<file path="config.mk">
export PLATFORM = sky130hd
export DESIGN_NAME = delta_sigma_demodulator_flat
export DESIGN_NICKNAME = d
export VERILOG_FILES = /design/src/rtl/delta_sigma_pkg.sv /design/src/rtl/delta_sigma_demodulator_if.sv /design/src/rtl/cic_integrator_chain.sv /design/src/rtl/delta_sigma_demodulator.sv /design/src/flat_wrapper.sv
export SDC_FILE = /design/constraint.sdc
export NUM_CORES = 1
export LEC_CHECK = 0
export BUFFER_PORTS_ARGS = -buffer_cell sky130_fd_sc_hd__buf_4
export CORE_UTILIZATION = 60
export DETAILED_ROUTE_END_ITERATION = 12
export MAX_ROUTING_LAYER = met4
export PLACE_DENSITY = 0.87
export SLEW_MARGIN = 20
export SYNTH_ARGS = -nofsm -noshare
export SYNTH_HDL_FRONTEND = slang
export SYNTH_HIERARCHICAL = 1
export SYNTH_SLANG_ARGS = --single-unit
export TNS_END_PERCENT = 30
</file>
<file path="constraint.sdc">
create_clock -name clk -period 3.75 [get_ports clk]
set_input_delay 0.1875 -clock clk [delete_from_list [all_inputs] [get_ports clk]]
set_output_delay 0.1875 -clock clk [all_outputs]
set_load 0.03 [all_outputs]
</file>
<file path="src/rtl/delta_sigma_pkg.sv">
// rtl/delta_sigma_pkg.sv - shared FSM state type and width helper for the delta-sigma demodulator
package delta_sigma_pkg;

  // Comb sequencer states: wait for a snapshot, walk the comb stages, publish the sample
  typedef enum logic [1:0] {
    IDLE = 2'd0,
    COMB = 2'd1,
    OUT  = 2'd2
  } ds_demod_state_t;

  // Accumulator width that holds DECIM^ORDER without ambiguity
  function automatic int ds_demod_width(input int order, input int decim_log2);
    return order * decim_log2 + 1;
  endfunction

endpackage

</file>
<file path="src/rtl/delta_sigma_demodulator_if.sv">
// rtl/delta_sigma_demodulator_if.sv - decoded-sample valid/ready stream between demodulator and consumer
interface delta_sigma_demodulator_if #(
  parameter int W = 13
) ();

  logic [W-1:0] y;
  logic         y_valid;
  logic         y_ready;

  // The demodulator produces samples; the consumer accepts them
  modport master (
    output y,
    output y_valid,
    input  y_ready
  );

  modport slave (
    input  y,
    input  y_valid,
    output y_ready
  );

endinterface

</file>
<file path="src/rtl/cic_integrator_chain.sv">
// rtl/cic_integrator_chain.sv - pipelined chain of ORDER wrapping integrators running at the bit rate
module cic_integrator_chain #(
  parameter int ORDER = 3,
  parameter int W     = 13
) (
  input  logic         clk,
  input  logic         rst_n,
  input  logic         en,
  input  logic         bit_in,
  output logic [W-1:0] integ_out
);

  logic [W-1:0] integ_q [ORDER];
  logic [W-1:0] integ_d [ORDER];

  // Next integrator values: stage 0 adds the input bit, later stages add the previous stage's old value
  always_comb begin
    for (int k = 0; k < ORDER; k++) begin
      integ_d[k] = integ_q[k];
    end
    integ_d[0] = integ_q[0] + {{(W-1){1'b0}}, bit_in};
    for (int k = 1; k < ORDER; k++) begin
      integ_d[k] = integ_q[k] + integ_q[k-1];
    end
  end

  // Integrators advance only on bit strobes and wrap modulo 2^W
  always_ff @(posedge clk or negedge rst_n) begin
    if (!rst_n) begin
      for (int k = 0; k < ORDER; k++) begin
        integ_q[k] <= '0;
      end
    end else if (en) begin
      for (int k = 0; k < ORDER; k++) begin
        integ_q[k] <= integ_d[k];
      end
    end
  end

  // The top snapshots the last stage as it will be after this edge's update
  assign integ_out = integ_d[ORDER-1];

endmodule

</file>
<file path="src/rtl/delta_sigma_demodulator.sv">
// rtl/delta_sigma_demodulator.sv - CIC decimating decoder of a 1-bit pulse stream; DS_DEMOD_SIGNED_OUT_EN selects signed output
module delta_sigma_demodulator
  import delta_sigma_pkg::*;
#(
  parameter int ORDER      = 3,
  parameter int DECIM_LOG2 = 4,
  parameter int OUT_BITS   = ds_demod_width(ORDER, DECIM_LOG2)
) (
  input  logic                      clk,
  input  logic                      rst_n,
  input  logic                      en,
  input  logic                      bit_in,
  delta_sigma_demodulator_if.master out,
  output logic                      overrun
);

  localparam int W  = OUT_BITS;
  localparam int SW = (ORDER > 1) ? $clog2(ORDER) : 1;
  localparam logic [SW-1:0] LAST_SUB = SW'(ORDER - 1);
`ifdef DS_DEMOD_SIGNED_OUT_EN
  localparam logic [W-1:0] MID_SCALE = {2'b01, {(W-2){1'b0}}};
`endif

  ds_demod_state_t       state_q;
  ds_demod_state_t       state_d;
  logic [SW-1:0]         sub_q;
  logic [SW-1:0]         sub_d;
  logic [DECIM_LOG2-1:0] phase_q;
  logic [W-1:0]          integ_out;
  logic [W-1:0]          c_q;
  logic [W-1:0]          d_sel;
  logic [W-1:0]          y_load;
  logic [W-1:0]          d_q [ORDER];
  logic                  snap;

  cic_integrator_chain #(
    .ORDER (ORDER),
    .W     (W)
  ) u_integ (
    .clk       (clk),
    .rst_n     (rst_n),
    .en        (en),
    .bit_in    (bit_in),
    .integ_out (integ_out)
  );

  // The last bit of each decimation period triggers a snapshot; the sequencer is always idle by then
  assign snap = en && (phase_q == {DECIM_LOG2{1'b1}}) && (state_q == IDLE);

  // Decimation phase counts bit strobes and wraps naturally at DECIM-1
  always_ff @(posedge clk or negedge rst_n) begin
    if (!rst_n) begin
      phase_q <= '0;
    end else if (en) begin
      phase_q <= phase_q + DECIM_LOG2'(1);
    end
  end

  // Sequencer state register
  always_ff @(posedge clk or negedge rst_n) begin
    if (!rst_n) begin
      state_q <= IDLE;
      sub_q   <= '0;
    end else begin
      state_q <= state_d;
      sub_q   <= sub_d;
    end
  end

  // Sequencer next state: one comb stage per clock, regardless of the bit strobe
  always_comb begin
    state_d = state_q;
    sub_d   = sub_q;
    case (state_q)
      IDLE: begin
        if (snap) begin
          state_d = COMB;
          sub_d   = '0;
        end
      end
      COMB: begin
        if (sub_q == LAST_SUB) begin
          state_d = OUT;
          sub_d   = '0;
        end else begin
          sub_d = sub_q + SW'(1);
        end
      end
      OUT: begin
        state_d = IDLE;
      end
      default: begin
        state_d = IDLE;
        sub_d   = '0;
      end
    endcase
  end

  // Delay register feeding the shared subtractor for the current comb stage
  always_comb begin
    d_sel = '0;
    for (int k = 0; k < ORDER; k++) begin
      if (sub_q == SW'(k)) begin
        d_sel = d_q[k];
      end
    end
  end

  // Comb datapath: snapshot into c, then c <= c - D[s] while D[s] keeps the stage input
  always_ff @(posedge clk or negedge rst_n) begin
    if (!rst_n) begin
      c_q <= '0;
      for (int k = 0; k < ORDER; k++) begin
        d_q[k] <= '0;
      end
    end else if (snap) begin
      c_q <= integ_out;
    end else if (state_q == COMB) begin
      c_q <= c_q - d_sel;
      for (int k = 0; k < ORDER; k++) begin
        if (sub_q == SW'(k)) begin
          d_q[k] <= c_q;
        end
      end
    end
  end

`ifdef DS_DEMOD_SIGNED_OUT_EN
  // Re-centre around mid-scale so 50% density decodes to zero
  assign y_load = c_q - MID_SCALE;
`else
  assign y_load = c_q;
`endif

  // Output holding register: a fresh sample wins over acceptance; unaccepted overwrite is sticky
  always_ff @(posedge clk or negedge rst_n) begin
    if (!rst_n) begin
      out.y       <= '0;
      out.y_valid <= 1'b0;
      overrun     <= 1'b0;
    end else if (state_q == OUT) begin
      out.y       <= y_load;
      out.y_valid <= 1'b1;
      if (out.y_valid && !out.y_ready) begin
        overrun <= 1'b1;
      end
    end else if (out.y_valid && out.y_ready) begin
      out.y_valid <= 1'b0;
    end
  end

endmodule

</file>
<file path="src/flat_wrapper.sv">
// flat-port wrapper written by rule: the top's interface ports become plain ports
module delta_sigma_demodulator_flat import delta_sigma_pkg::*;
#(
  parameter int ORDER      = 3,
  parameter int DECIM_LOG2 = 4,
  parameter int OUT_BITS   = ds_demod_width(ORDER, DECIM_LOG2)
)
  (clk, rst_n, en, bit_in, overrun, out_y, out_y_valid, out_y_ready);
  delta_sigma_demodulator_if #(.W((13))) out_i ();
  input  logic clk;
  input  logic rst_n;
  input  logic en;
  input  logic bit_in;
  output logic overrun;
  output wire logic [$bits(out_i.y)-1:0] out_y;
  output wire logic [$bits(out_i.y_valid)-1:0] out_y_valid;
  input wire logic [$bits(out_i.y_ready)-1:0] out_y_ready;
  assign out_y = out_i.y;
  assign out_y_valid = out_i.y_valid;
  assign out_i.y_ready = out_y_ready;
  delta_sigma_demodulator #(.ORDER(ORDER), .DECIM_LOG2(DECIM_LOG2), .OUT_BITS(OUT_BITS)) u_core (.clk(clk), .rst_n(rst_n), .en(en), .bit_in(bit_in), .out(out_i), .overrun(overrun));
endmodule
</file>
==> metrics.csv <==
stage;metric;value;unit
worst_setup_path;crit-path leading delay family;compound AO/OA/AOI/OAI gates;
route;post-route ant nets;0;
worst_setup_path;cell at the slowest stage of the critical path;dfrtp_1;
route;DRC;0;
timing;post-layout minimum cycle time;2.90;ns
die;I/O pins;20;
worst_setup_path;Req. time, crit path;4.19;ns
worst_setup_path;Startpoint Class;register;
worst_setup_path;slowest stage delay, CP;0.59;ns
run;Max Cap Viol;0;
grt;initial antenna violation count;0;
pwr;maximum VDD drop;593;uV
worst_setup_path;CP most frequent cell;a211oi_1;
final_layout;final antenna diode count;0;
final_layout;Layout Nets;638;
logic_synthesis;register area share after synthesis;44.0;%
clock_network;H-Tree Depth;4;
worst_setup_path;crit-path cells;buf_4 -> mux2i_1 -> nor2_1 -> a21oi_1 -> ha_1 -> a211oi_1 -> o21bai_1 -> a21o_1 -> a221oi_2 -> xor2_1 -> a211oi_1;
final_layout;Area Growth Syn to Fin;13.5;%
final_layout;commonest cells after routing, fill and taps aside;dfrtp_1 (114), mux2_2 (73), ha_1 (39), a21oi_1 (36), xnor2_1 (34);
logic_synthesis;Synth Net Count;624;
grt;Overall Global Routing Usage;27.3;%
timing;Worst Tran Pin Value;0.890;ns
timing;fin crit share;77.5;%
route;violation count after the first detailed-route iteration;231;
die;row count;37;
logic_synthesis;Yosys reg bits;114;
die;Die Wd;106;um
pwr;Gate power share;50.3;%
worst_setup_path;CP Buf/Inv Count;1;
grt;total grt overflow;0;
logic_synthesis;Post-synth EDFFs;0;
die;die extent in y;106;um
clock_network;CTS Sinks;114;
logic_synthesis;FFs w/ async S/R, synth;100;%
route;Routed Wire Length;13500;um
worst_setup_path;Worst EP arrival;3.35;ns
die;Die Area;11200;sq um
place;IO buf count;19;
logic_synthesis;Syn Inst Count;577;
final_layout;fillcell total;735;
pwr;Clock power frac;22.6;%
logic_synthesis;post-synth cell types;62;
clock_network;CTS Root Cell;clkbuf_8;
grt;vias in the first global route;4825;
clock_network;latest clock arrival within the worst-skew pair;0.53;ns
pwr;P_int;0.00497;W
logic_synthesis;syn avg cell area;11.2;sq um
pwr;Power Total;0.00819;W
place;dpl cell area;6660;sq um
clock_network;Hold Buf Count CTS;2;
timing;TNS Setup;0;ns
timing;RSZ-0062 raised after global routing;false;
pwr;Reg power frac;27.1;%
grt;pin count of the biggest net entering global routing;72;
clock_network;clock buffer depth;2;
final_layout;final instance area;7370;sq um
pwr;Psw;0.00321;W
timing;final setup fails;0;
clock_network;total CTS buffers;17;
logic_synthesis;Cell Area, Synth;6490;sq um
pwr;Pleak;3.28;nW
route;Pre-antenna DRT Iters;5;
clock_network;CTS tree;built;
timing;FMAX;344;MHz
worst_setup_path;critical path type;register to register;
die;Initial Util;62.3;%
logic_synthesis;yosys warns;6;
grt;first-pass GRT wire length;23100;um
timing;Slew Limit Fails;0;
final_layout;Register Area;2850;sq um
clock_network;Gates resized, CTS repair;0;
final_layout;Multi-input gate area;3380;sq um
route;routed via count;4507;
worst_hold_path;worst hold-check path type;input port to register;
logic_synthesis;Primary FF master, synth;dfrtp_1;
clock_network;# Post-CTS Setup Buffers;0;
worst_setup_path;crit-path max FO;10;
timing;clock skew;0.00684;ns
die;Core Region;10400;sq um
timing;Slew Limit Headroom;40.7;%
timing;Final Hold Fails;0;
route;Vias/cell;6.09;
clock_network;Clock Pin Slew Worst Setup and Hold Paths;0.06;ns
final_layout;most common cell after layout, fill and taps aside;dfrtp_1;
final_layout;share of post-route cells with drive strength above 1;25.0;%
pwr;power per cell area;1110;nW/um^2
worst_setup_path;Crit. End Element;register;
pwr;sw frac;39.3;%
run_status;status;complete, no violations;
place;DP Wirelength;9260;um
route;WL/cell;18.2;um
place;gp weighted congestion;0.901;
## cell families after synthesis
logic type	share of synthesized area, %
compound gates	13.0
buf+inv	4.07
mux	15.7
flops	44.0
fa+ha+maj	8.44
simple gates	8.62
xor+xnor	6.21
## state kept, by name (all words and copies together) (netlist names)
signal / cells
u_core/c_q: 13
u_core/d_q: 39
u_core/out.y: 13
u_core/out.y_valid: 1
u_core/overrun: 1
u_core/phase_q: 4
u_core/state_q: 2
u_core/sub_q: 2
u_core/u_integ/integ_q: 39
## final timing paths
kind	cells past startpoint	slack, ns	end	from
worst max-delay path	11	0.85	u_core/c_q[11]	u_core/sub_q[0]
worst min-delay path	3	0.03	u_core/u_integ/integ_q[26]	bit_in
worst max register to register	11	0.85	u_core/c_q[11]	u_core/sub_q[0]
worst min register to register	1	0.47	u_core/phase_q[3]	u_core/phase_q[3]
max in group asynchronous	3	2.52	u_core/out.y[7]	rst_n
min in group asynchronous	2	0.34	u_core/d_q[15]	rst_n
## power by group through the flow
| stage | sequential [W] | clock [W] | combinational (W) |
|---|---|---|---|
| 6_report | 0.00222 | 0.00185 | 0.00412 |
| 5_1_grt | 0.00229 | 0.00193 | 0.00450 |
| 4_1_cts | 0.00221 | 0.00188 | 0.00407 |
| 3_5_place_dp | 0.00222 | 0 | 0.00400 |
| 3_3_place_gp | 0.00219 | 0 | 0.00383 |
| 2_1_floorplan | 0.00217 | 0 | 0.00343 |
## routing by layer
layer / vias to the layer above / GRT usage, % / wire length, um
met5: - / - / 0
met4: 0 / 10.5 / 260
met3: 30 / 6.81 / 641
met2: 126 / 45.6 / 6950
met1: 2242 / 31.7 / 5620
li1: 2109 / - / -
## area by class of cell
class                      count  area share (%)
timing repair buffer          28            2.92
multi-input combinational    413            45.9
tap                          136            2.31
clock buffer                  23            6.61
inverter                      17           0.866
clock inverter                 9            2.68
sequential                   114            38.7
## worst reg2reg max path, delay by kind of cell, from the launching register on
kind	cells	cell delay [ns]
fa+ha+maj	1	0.35
buf+inv	1	0.30
mux	1	0.25
flops	1	0.59
compound gates	6	1.18
simple gates	1	0.06
xor+xnor	1	0.09
## Yosys cell counts (all sizes together), types with 2 or more instances
cell,count,area (sq um)
o22ai,9,62.6
nand2b,4,27.5
nor2b,10,72.6
xor2,12,105
and3,3,18.8
nand3,14,70.1
mux2i,18,180
nand2,20,75.1
o21ai,20,100
a21boi,4,30.0
nor2,31,116
a31oi,2,12.5
clkbuf,5,18.8
o21bai,4,30.0
o211ai,4,35.0
a221oi,2,30.0
xnor2,34,298
dfrtp,114,2850
fa,3,60.1
and2,3,18.8
a22oi,4,30.0
or3,2,13.8
a311oi,4,41.3
a21o,14,105
inv,17,63.8
a21oi,38,198
o221ai,3,32.5
nor3b,2,20.0
a211oi,4,30.0
buf,28,181
a211o,2,17.5
mux2,74,837
ha,39,488
nor3,9,55.1
o21a,5,37.5
nand4,8,50.1
## per-stage QoR
| step | hold slack [ns] | worst slack, ns | cells | util [%] |
|---|---|---|---|---|
| after global routing | 0.0126 | 0.684 | 740 | 70.7 |
| after CTS | 0.00246 | 0.889 | 740 | 70.7 |
| after global placement | 0.343 | 1.02 | 706 | 63.9 |
| final | 0.0272 | 0.845 | 740 | 70.7 |
| after detailed placement | 0.364 | 0.943 | 706 | 63.9 |
| after floorplan | -0.108 | 1.12 | 577 | - |
Note: power is estimated with default switching activity, not from simulation.
